`config.mk`:
```
export PLATFORM = sky130hd
export DESIGN_NAME = peribus_irq_controller
export DESIGN_NICKNAME = d
export VERILOG_FILES = /design/src/rtl/peribus_irqc_pkg.sv /design/src/rtl/irqc_priority_encoder.sv /design/src/rtl/peribus_irq_controller.sv
export SDC_FILE = /design/constraint.sdc
export NUM_CORES = 1
export LEC_CHECK = 0
export BUFFER_PORTS_ARGS = -buffer_cell sky130_fd_sc_hd__buf_4
export CORE_MARGIN = 4
export CORE_UTILIZATION = 50
export CTS_BUF_LIST = sky130_fd_sc_hd__clkbuf_2
export DETAILED_ROUTE_END_ITERATION = 16
export PLACE_DENSITY = 0.78
export SYNTH_ARGS = -nofsm -noshare
export SYNTH_HDL_FRONTEND = slang
export SYNTH_SLANG_ARGS = --single-unit
```
`constraint.sdc`:
```
create_clock -name clock -period 1.8 [get_ports clock]
set_input_delay 0.09 -clock clock [delete_from_list [all_inputs] [get_ports clock]]
set_output_delay 0.09 -clock clock [all_outputs]
set_load 0.02 [all_outputs]
```
`src/rtl/peribus_irqc_pkg.sv`:
```
// Shared types and register-map constants for the Peribus interrupt controller.
package peribus_irqc_pkg;

    typedef enum logic [1:0] {
        IDLE       = 2'd0,
        REQUEST    = 2'd1,
        IN_SERVICE = 2'd2
    } irqc_state_e;

    localparam logic [1:0] REG_PENDING = 2'd0;
    localparam logic [1:0] REG_MASK    = 2'd1;
    localparam logic [1:0] REG_ACTIVE  = 2'd2;
    localparam logic [1:0] REG_CTRL    = 2'd3;

    localparam int CTRL_GIE_BIT = 0;

    // Vector width never drops below one bit, even for a single line.
    function automatic int vec_bits(input int n);
        return (n > 1) ? $clog2(n) : 1;
    endfunction

endpackage

```
`src/rtl/irqc_priority_encoder.sv`:
```
// Lowest-index-first priority encoder: idx is the lowest set bit of req.
module irqc_priority_encoder
    import peribus_irqc_pkg::*;
#(
    parameter int NUM_LINES = 8,
    parameter int VEC_BITS  = vec_bits(NUM_LINES)
) (
    input  logic [NUM_LINES-1:0] req,
    output logic [VEC_BITS-1:0]  idx,
    output logic                 valid
);

    always_comb begin
        idx   = '0;
        valid = |req;
        for (int i = NUM_LINES - 1; i >= 0; i--) begin
            if (req[i]) idx = VEC_BITS'(i);
        end
    end

endmodule

```
`src/rtl/peribus_irq_controller.sv`:
```
// Edge-capturing, masked, vectored interrupt controller on a 4-word Peribus window.
// Define IRQC_NESTING_EN to let higher-priority lines preempt an in-service one.
module peribus_irq_controller
    import peribus_irqc_pkg::*;
#(
    parameter int NUM_LINES = 8,
    parameter int VEC_BITS  = vec_bits(NUM_LINES)
) (
    input  logic                 clock,
    input  logic                 reset_n,
    input  logic [NUM_LINES-1:0] irq_lines,
    input  logic [1:0]           addr,
    input  logic [15:0]          write_data,
    input  logic                 write_en,
    input  logic                 read_en,
    input  logic                 chipselect,
    output logic [15:0]          read_data,
    output logic                 cpu_irq,
    output logic [VEC_BITS-1:0]  cpu_vector,
    input  logic                 cpu_ack,
    input  logic                 cpu_eoi
);

    logic [NUM_LINES-1:0] irq_prev, pending, mask_q, active;
    logic                 gie;
    logic [VEC_BITS-1:0]  cur_vector, cur_nxt;
    irqc_state_e          state, state_nxt;

    logic                 wr_pend, wr_mask, wr_ctrl;
    logic [NUM_LINES-1:0] wr_bits, rise, w1c, pend_raw, pend_nxt, mask_nxt, act_nxt;
    logic [NUM_LINES-1:0] eligible, cur_bit;
    logic                 gie_nxt, cur_ok, cur_keep, ack_take;
    logic [VEC_BITS-1:0]  best_idx;
    logic                 best_vld;
    logic                 bus_unused;

    assign wr_pend = chipselect & write_en & (addr == REG_PENDING);
    assign wr_mask = chipselect & write_en & (addr == REG_MASK);
    assign wr_ctrl = chipselect & write_en & (addr == REG_CTRL);
    assign wr_bits = write_data[NUM_LINES-1:0];
    assign bus_unused = ^write_data;

    assign rise     = irq_lines & ~irq_prev;
    assign w1c      = wr_pend ? wr_bits : '0;
    assign pend_raw = (pending & ~w1c) | rise;
    assign mask_nxt = wr_mask ? wr_bits : mask_q;
    assign gie_nxt  = wr_ctrl ? write_data[CTRL_GIE_BIT] : gie;

    assign eligible = gie ? (pending & mask_q) : '0;
    assign cur_bit  = NUM_LINES'(1) << cur_vector;
    assign cur_ok   = gie & |(cur_bit & pending & mask_q);
    // Withdraw looks at post-write values so cpu_irq drops the cycle after the write.
    assign cur_keep = gie_nxt & |(cur_bit & pend_raw & mask_nxt);

    // A rise on the acked line in the same cycle keeps it pending.
    assign pend_nxt = (pending & ~w1c & ~(ack_take ? cur_bit : '0)) | rise;

    irqc_priority_encoder #(.NUM_LINES(NUM_LINES), .VEC_BITS(VEC_BITS)) u_best (
        .req   (eligible),
        .idx   (best_idx),
        .valid (best_vld)
    );

`ifdef IRQC_NESTING_EN
    logic [VEC_BITS-1:0]  act_idx, rest_idx;
    logic                 act_vld, rest_vld;
    logic [NUM_LINES-1:0] act_rest;

    irqc_priority_encoder #(.NUM_LINES(NUM_LINES), .VEC_BITS(VEC_BITS)) u_act (
        .req   (active),
        .idx   (act_idx),
        .valid (act_vld)
    );

    assign act_rest = active & ~(NUM_LINES'(1) << act_idx);

    irqc_priority_encoder #(.NUM_LINES(NUM_LINES), .VEC_BITS(VEC_BITS)) u_rest (
        .req   (act_rest),
        .idx   (rest_idx),
        .valid (rest_vld)
    );
`endif

    always_comb begin
        state_nxt = state;
        cur_nxt   = cur_vector;
        act_nxt   = active;
        ack_take  = 1'b0;
        case (state)
            IDLE: begin
                if (best_vld) begin
                    cur_nxt   = best_idx;
                    state_nxt = REQUEST;
                end
            end
            REQUEST: begin
                if (cpu_ack && cur_ok) begin
                    ack_take  = 1'b1;
                    act_nxt   = active | cur_bit;
                    state_nxt = IN_SERVICE;
                end else if (!cur_keep) begin
`ifdef IRQC_NESTING_EN
                    // A withdrawn preemption falls back to the interrupted service.
                    if (act_vld) begin
                        cur_nxt   = act_idx;
                        state_nxt = IN_SERVICE;
                    end else begin
                        state_nxt = IDLE;
                    end
`else
                    state_nxt = IDLE;
`endif
                end
            end
            IN_SERVICE: begin
`ifdef IRQC_NESTING_EN
                if (cpu_eoi) begin
                    act_nxt = act_rest;
                    if (rest_vld) begin
                        cur_nxt   = rest_idx;
                        state_nxt = IN_SERVICE;
                    end else begin
                        state_nxt = IDLE;
                    end
                end else if (best_vld && (!act_vld || best_idx < act_idx)) begin
                    cur_nxt   = best_idx;
                    state_nxt = REQUEST;
                end
`else
                if (cpu_eoi) begin
                    act_nxt   = active & ~cur_bit;
                    state_nxt = IDLE;
                end
`endif
            end
            default: state_nxt = IDLE;
        endcase
    end

    always_ff @(posedge clock) begin
        if (!reset_n) begin
            irq_prev   <= '0;
            pending    <= '0;
            mask_q     <= '0;
            active     <= '0;
            gie        <= 1'b0;
            cur_vector <= '0;
            state      <= IDLE;
        end else begin
            irq_prev   <= irq_lines;
            pending    <= pend_nxt;
            mask_q     <= mask_nxt;
            active     <= act_nxt;
            gie        <= gie_nxt;
            cur_vector <= cur_nxt;
            state      <= state_nxt;
        end
    end

    always_comb begin
        read_data = '0;
        if (chipselect && read_en) begin
            case (addr)
                REG_PENDING: read_data[NUM_LINES-1:0] = pending;
                REG_MASK:    read_data[NUM_LINES-1:0] = mask_q;
                REG_ACTIVE:  read_data[NUM_LINES-1:0] = active;
                default: begin
                    read_data[CTRL_GIE_BIT] = gie;
                    read_data[15:8]         = 8'(cur_vector);
                end
            endcase
        end
    end

    assign cpu_irq    = (state == REQUEST);
    assign cpu_vector = cur_vector;

endmodule

```
=== Word level (Yosys, flattened, before mapping) ===
Cells that the tools add are included.

* Flip-flop bits (word level): 38
* Input port bits: 33
* Output and inout bits: 20

* Equality and inequality tests: 9
* Shifts and indexed selects: 1
* Muxes and demuxes: 27
* Bitwise gates (word level): 22
* Reduce and logical (&&, ||, !) cells: 12

{| class="wikitable"
|+ Operators by type and width
! kind !! number
|-
| bitwise AND 8 bit || 9
|-
| 2-to-1 mux 8 bit || 6
|-
| NOT 8 bit || 4
|-
| 2-to-1 mux 3 bit || 9
|-
| bitwise OR 8 bit || 3
|-
| OR reduction 8 bit || 3
|-
| case mux 7 bit (3 select lines) || 1
|-
| case mux 8 bit (2 select lines) || 1
|-
| 2-to-1 mux 11 bit || 1
|-
| 2-to-1 mux 2 bit || 4
|-
| << shifter 1 x 3 -> 8 bit, first input constant || 1
|-
| bitwise AND 1 bit || 6
|-
| equality test 2 bit, second input constant || 3
|-
| case mux 2 bit (3 select lines) || 1
|-
| AND reduction 3 bit || 2
|-
| equality test 2 x 1 -> 1 bit, second input constant || 2
|-
| logical NOT 2 bit || 2
|-
| != test 2 bit, second input constant || 2
|-
| 2-to-1 mux 1 bit || 3
|-
| != test 3 x 2 -> 1 bit, second input constant || 1
|-
| case mux 1 bit (3 select lines) || 1
|-
| OR reduction 3 bit || 1
|-
| logical AND 1 bit || 2
|-
| != test 2 x 1 -> 1 bit, second input constant || 1
|-
| other kinds (2) || 2
|}

=== Depth between registers and ports, before layout ===
* Word-level depth: 13
* Gate-level depth with buffers: 9

=== Hierarchy ===
From an unflattened synthesis, not the netlist that was laid out.

* Cell total of the unflattened synthesis: 274
* Area total of the unflattened synthesis: 2272.2 sq um

{| class="wikitable"
|+ Modules (own cells, without submodules)
! module !! instances !! cells an instance !! area each (sq um) !! seq. area each (sq um)
|-
| peribus_irq_controller || 1 || 261 || 2190.9 || 760.7
|-
| irqc_priority_encoder || 1 || 13 || 81.3 || 0.0
|}

=== Least setup slack after synthesis ===
Ideal clock, no wire load.

* Kind: reg-to-reg
* Start point: reg cur_vector[2] (netlist: cpu_vector[2])
* End point: reg with a tool-made name
* Arrival time: 1.934 ns
* Data required time: 1.713 ns
* Path slack: -0.221 ns
* Cell stages (with the launch flop): 10
* Path buffers: 2
* Path through: dfxtp_1 buf_6 nand3b_2 o22ai_2 o41ai_4 nand2_2 nand3_4 buf_8 o211ai_2 o31ai_1

{| class="wikitable"
|+ RTL lines
! what !! RTL line !! text
|-
| from (decl) || peribus_irq_controller.sv:26 || <nowiki>logic [VEC_BITS-1:0] cur_vector, cur_nxt;</nowiki>
|-
| from (signal assigned) || peribus_irq_controller.sv:155 || <nowiki>cur_vector <= cur_nxt;</nowiki>
|}

==> Flow_metrics.wiki <==
{| class="wikitable"
! Metric !! Value
|-
| Category of the worst setup path capture point || flop
|-
| Register clock-pin slew on the reported worst setup and hold paths || 210 ps
|-
| Combinational power share || 21.5%
|-
| Finish-stage setup viols || 12
|-
| Antenna Diode Count || 0
|-
| Setup repair after global routing missed its margin || yes
|-
| Cells traversed along the worst timing path || or3b_4, o22ai_4, o41ai_4, nand2_2, nand3_4, buf_6, o31ai_2
|-
| Vias in the first global route || 2,186
|-
| Max IR drop VDD || 0.401 mV
|-
| Synth Area in Compound Gates || 24.8%
|-
| Highest clock frequency the design can meet || 511 MHz
|-
| Highest cell delay on the worst timing path || 440 ps
|-
| Placed cell count || 369
|-
| Dominant combinational cell family by area after synthesis || compound AO/OA/AOI/OAI gates
|-
| Total internal power || 1140 uW
|-
| Flops & latches, synth || 38
|-
| Area share of the largest cell type after synthesis || 33.4%
|-
| Final hold viol count || 0
|-
| Antenna violation net count after detailed routing || 0
|-
| Worst slew slack as a fraction of its limit || 65.0%
|-
| Switching share of total power || 31.1%
|-
| CORE AREA || 0.00438 sq mm
|-
| Wire length of the first global-routing pass || 10,400 microns
|-
| Count of pins on the block boundary || 53
|-
| Slowest cell on the critical path || sky130_fd_sc_hd__or3b_4
|-
| Failing checks || negative setup slack
|-
| Crit path max-delay family || simple AND/OR/NAND/NOR gates
|-
| Count of port buffers added during placement || 39
|-
| Maximum fanout along the worst path || 8
|-
| Detail Placement HPWL || 4630 microns
|-
| Met1 track demand over resource in global routing || 30.7%
|-
| Mean number of vias per cell || 5.68
|-
| Average footprint of a synthesized cell || 8.63 sq um
|-
| Final setup margin || -156 ps
|-
| CP arrival || 2270 ps
|-
| Area share of and/or/nand/nor cells after synthesis || 24.4%
|-
| Final worst path period need || 1960 ps
|-
| Insertion delay to the later sink of the worst-skew pair || 400 ps
|-
| Run status || finished, violations left
|-
| Prevailing post-synth register cell || sky130_fd_sc_hd__dfxtp_1
|-
| Bufs and invs on worst path || 1
|-
| Max Slew Vio Count || 0
|-
| Global placement routability congestion || 0.990
|-
| Post-synthesis adder-cell area fraction || 1.65%
|-
| Share of power burned in registers || 54.1%
|-
| Pin count of the biggest net entering global routing || 24
|-
| Part of the Yosys area used for sequential elements || 33.4%
|-
| Switching pwr || 515 uW
|-
| Clk network pwr share || 24.4%
|-
| Wire length reported by the detailed router || 6590 microns
|-
| Worst hold-check path type || input port to flop
|-
| Clk Tree Root Cell || sky130_fd_sc_hd__clkbuf_2
|-
| Die span in y || 75.5 microns
|-
| Worst Skew || 13.8 ps
|-
| Via Count || 2,253
|-
| Setup CP Type || flop to flop
|-
| Proportion of layout cells with a drive suffix above 1 || 34.8%
|-
| Most area-consuming cells after synthesis || sky130_fd_sc_hd__dfxtp_1 33%, sky130_fd_sc_hd__mux2i_1 7.0%, sky130_fd_sc_hd__nor2_1 5.3%
|-
| Cell count after synthesis || 264
|-
| Number of warnings reported in the yosys synthesis log || 0
|-
| Cell area power density || 532 mW/mm^2
|-
| Total congestion overflow after global routing || 0
|-
| Initial antenna violation count || 0
|-
| Final-layout worst hold slack || 59.6 ps
|-
| GR Util All Layers || 23.7%
|-
| Number of clock sinks || 38
|-
| Synth-to-Final Area Change || 36.5%
|-
| Crit start category || flop
|-
| Routed wirelength normalized by instance count || 16.6 microns
|-
| DP Area || 0.00275 sq mm
|-
| Final instance area || 0.00311 sq mm
|-
| Met2 usage || 39.6%
|-
| Horiz. Die Dim || 75.5 microns
|-
| Required time at the worst-slack endpoint || 2110 ps
|-
| Post-synthesis share of cell area spent on xor and xnor gates || 0%
|-
| Post-synth design cell area || 0.00228 sq mm
|-
| Async S/R FF share, synth || 0%
|-
| Clock tree from TritonCTS || yes
|-
| Fin cells || 397
|-
| Number of nets in the layout || 380
|-
| Period Utilization, post-route || 109%
|-
| Total leakage power || 0.00142 uW
|-
| Busiest grt layer || met2
|-
| Number of rows in the core area || 24
|-
| Largest buffer count on any clock path || 2
|-
| Number of flops mapped to enable cells by yosys || 0
|-
| Worst slack at placement || -232 ps
|-
| Number of remaining DRC errors || 0
|-
| Total CTS buffers || 5
|-
| End-of-flow core utilization || 70.9%
|-
| Pin slew with the least headroom to its limit || 521 ps
|-
| Met3 capacity usage during global routing || 5.41%
|-
| Proportion of synthesized area in mux cells || 8.02%
|-
| Die area || 0.00570 sq mm
|-
| H-tree depth || 2
|-
| Count of cell types in the netlist || 53
|-
| Slack of the worst reg-to-reg path || -160 ps
|-
| Leading area contributor after synthesis || sky130_fd_sc_hd__dfxtp_1
|-
| Max-Cap Viols || 0
|-
| Starting utilization of the core area || 52.0%
|-
| Number of fillers in the final layout || 330
|-
| Drt pass-1 iters || 4
|-
| Initial detailed-routing violation count || 158
|}
==> worst register-to-register path, stage by stage, from the launching register on <==
cell	delay, ps
sky130_fd_sc_hd__dfxtp_4	430
sky130_fd_sc_hd__or3b_4	440
sky130_fd_sc_hd__o22ai_4	200
sky130_fd_sc_hd__o41ai_4	120
sky130_fd_sc_hd__nand2_2	120
sky130_fd_sc_hd__nand3_4	140
sky130_fd_sc_hd__buf_6	160
sky130_fd_sc_hd__o31ai_2	260
==> metal layers <==
metal | share of wire (%) | vias to the layer above
met3 | 7.1 | 14
met5 | 0 | -
met1 | 43 | 1048
li1 | - | 1092
met2 | 48 | 99
met4 | 1.6 | 0
==> cell families (layout without fill, tap and decap cells) <==
logic type,count (synthesis),after routing
compound gates,70,70
other cells,1,5
buf+inv,31,107
flops,38,38
simple gates,104,105
fa+ha+maj,3,3
mux,17,17
==> path summary, 6_finish.rpt <==
path                            depth (start not counted)           from       end
worst max-delay path                                    7  cpu_vector[2]      flop
worst min-delay path                                    3        reset_n  state[0]
worst max register to register                          7  cpu_vector[2]      flop
worst min register to register                          2       state[0]  state[0]
==> cells in the mapped netlist, drive strengths merged, types with 2 or more instances <==
library cell  number
and2              14
nand2b            10
o21ai             11
nor2              32
o41ai              3
clkbuf             5
or3b               3
nor2b              2
o21a               4
a21oi             13
clkinv             2
inv               11
o31ai              8
dfxtp             38
nand3              3
ha                 3
nor4               2
nand3b             2
nor3               6
nand2             26
mux2i             16
o22ai              3
a211oi            10
buf               13
o211ai             8
==> layout make-up <==
cell class / instances / area, sq um / area share (%)
Timing Repair Buffer: 86 / 709 / 22.8
Sequential cell: 38 / 773 / 24.9
Multi-Input combinational cell: 200 / 1470 / 47.3
Clock buffer: 6 / 30.0 / 0.965
Clock inverter: 2 / 13.8 / 0.442
Inverter: 13 / 48.8 / 1.57
Tap cell: 52 / 65.1 / 2.09
==> repair_timing <==
item,4_1_cts,5_1_grt
resized for setup,10,18
setup buffers,4,0
setup endpoints to repair,15,19
hold buffers,15,0
pin swaps,7,3
endpoints found under the hold margin,16,0
gates cloned,1,0
==> per-stage QoR <==
step                setup TNS, ps  power, uW
floorplan                    -912       1100
CTS                          -351       1640
detailed placement           -896       1210
global route                -1670       1720
finish                       -867       1660
global placement             -535       1200
==> placed cells by master (no fill, tap or decap), types with 5 or more instances in the layout <==
cell type / n
sky130_fd_sc_hd__a211oi_2: 5
sky130_fd_sc_hd__a21oi_1: 12
sky130_fd_sc_hd__and2_1: 14
sky130_fd_sc_hd__buf_4: 64
sky130_fd_sc_hd__buf_6: 7
sky130_fd_sc_hd__clkbuf_2: 6
sky130_fd_sc_hd__conb_1: 5
sky130_fd_sc_hd__dfxtp_1: 34
sky130_fd_sc_hd__dlygate4sd3_1: 15
sky130_fd_sc_hd__inv_1: 11
sky130_fd_sc_hd__mux2i_1: 16
sky130_fd_sc_hd__nand2_1: 25
sky130_fd_sc_hd__nand2b_1: 10
sky130_fd_sc_hd__nor2_1: 31
sky130_fd_sc_hd__nor3_1: 5
sky130_fd_sc_hd__o211ai_1: 5
sky130_fd_sc_hd__o21ai_0: 9
==> power groups by stage <==
stage          clock [uW]  sequential (uW)  combinational [uW]
3_5_place_dp            0              915                 294
4_1_cts               404              894                 337
6_report              404              896                 356
2_1_floorplan           0              905                 194
3_3_place_gp            0              913                 289
5_1_grt               438              900                 387
Power figures use the tool's default switching activity.
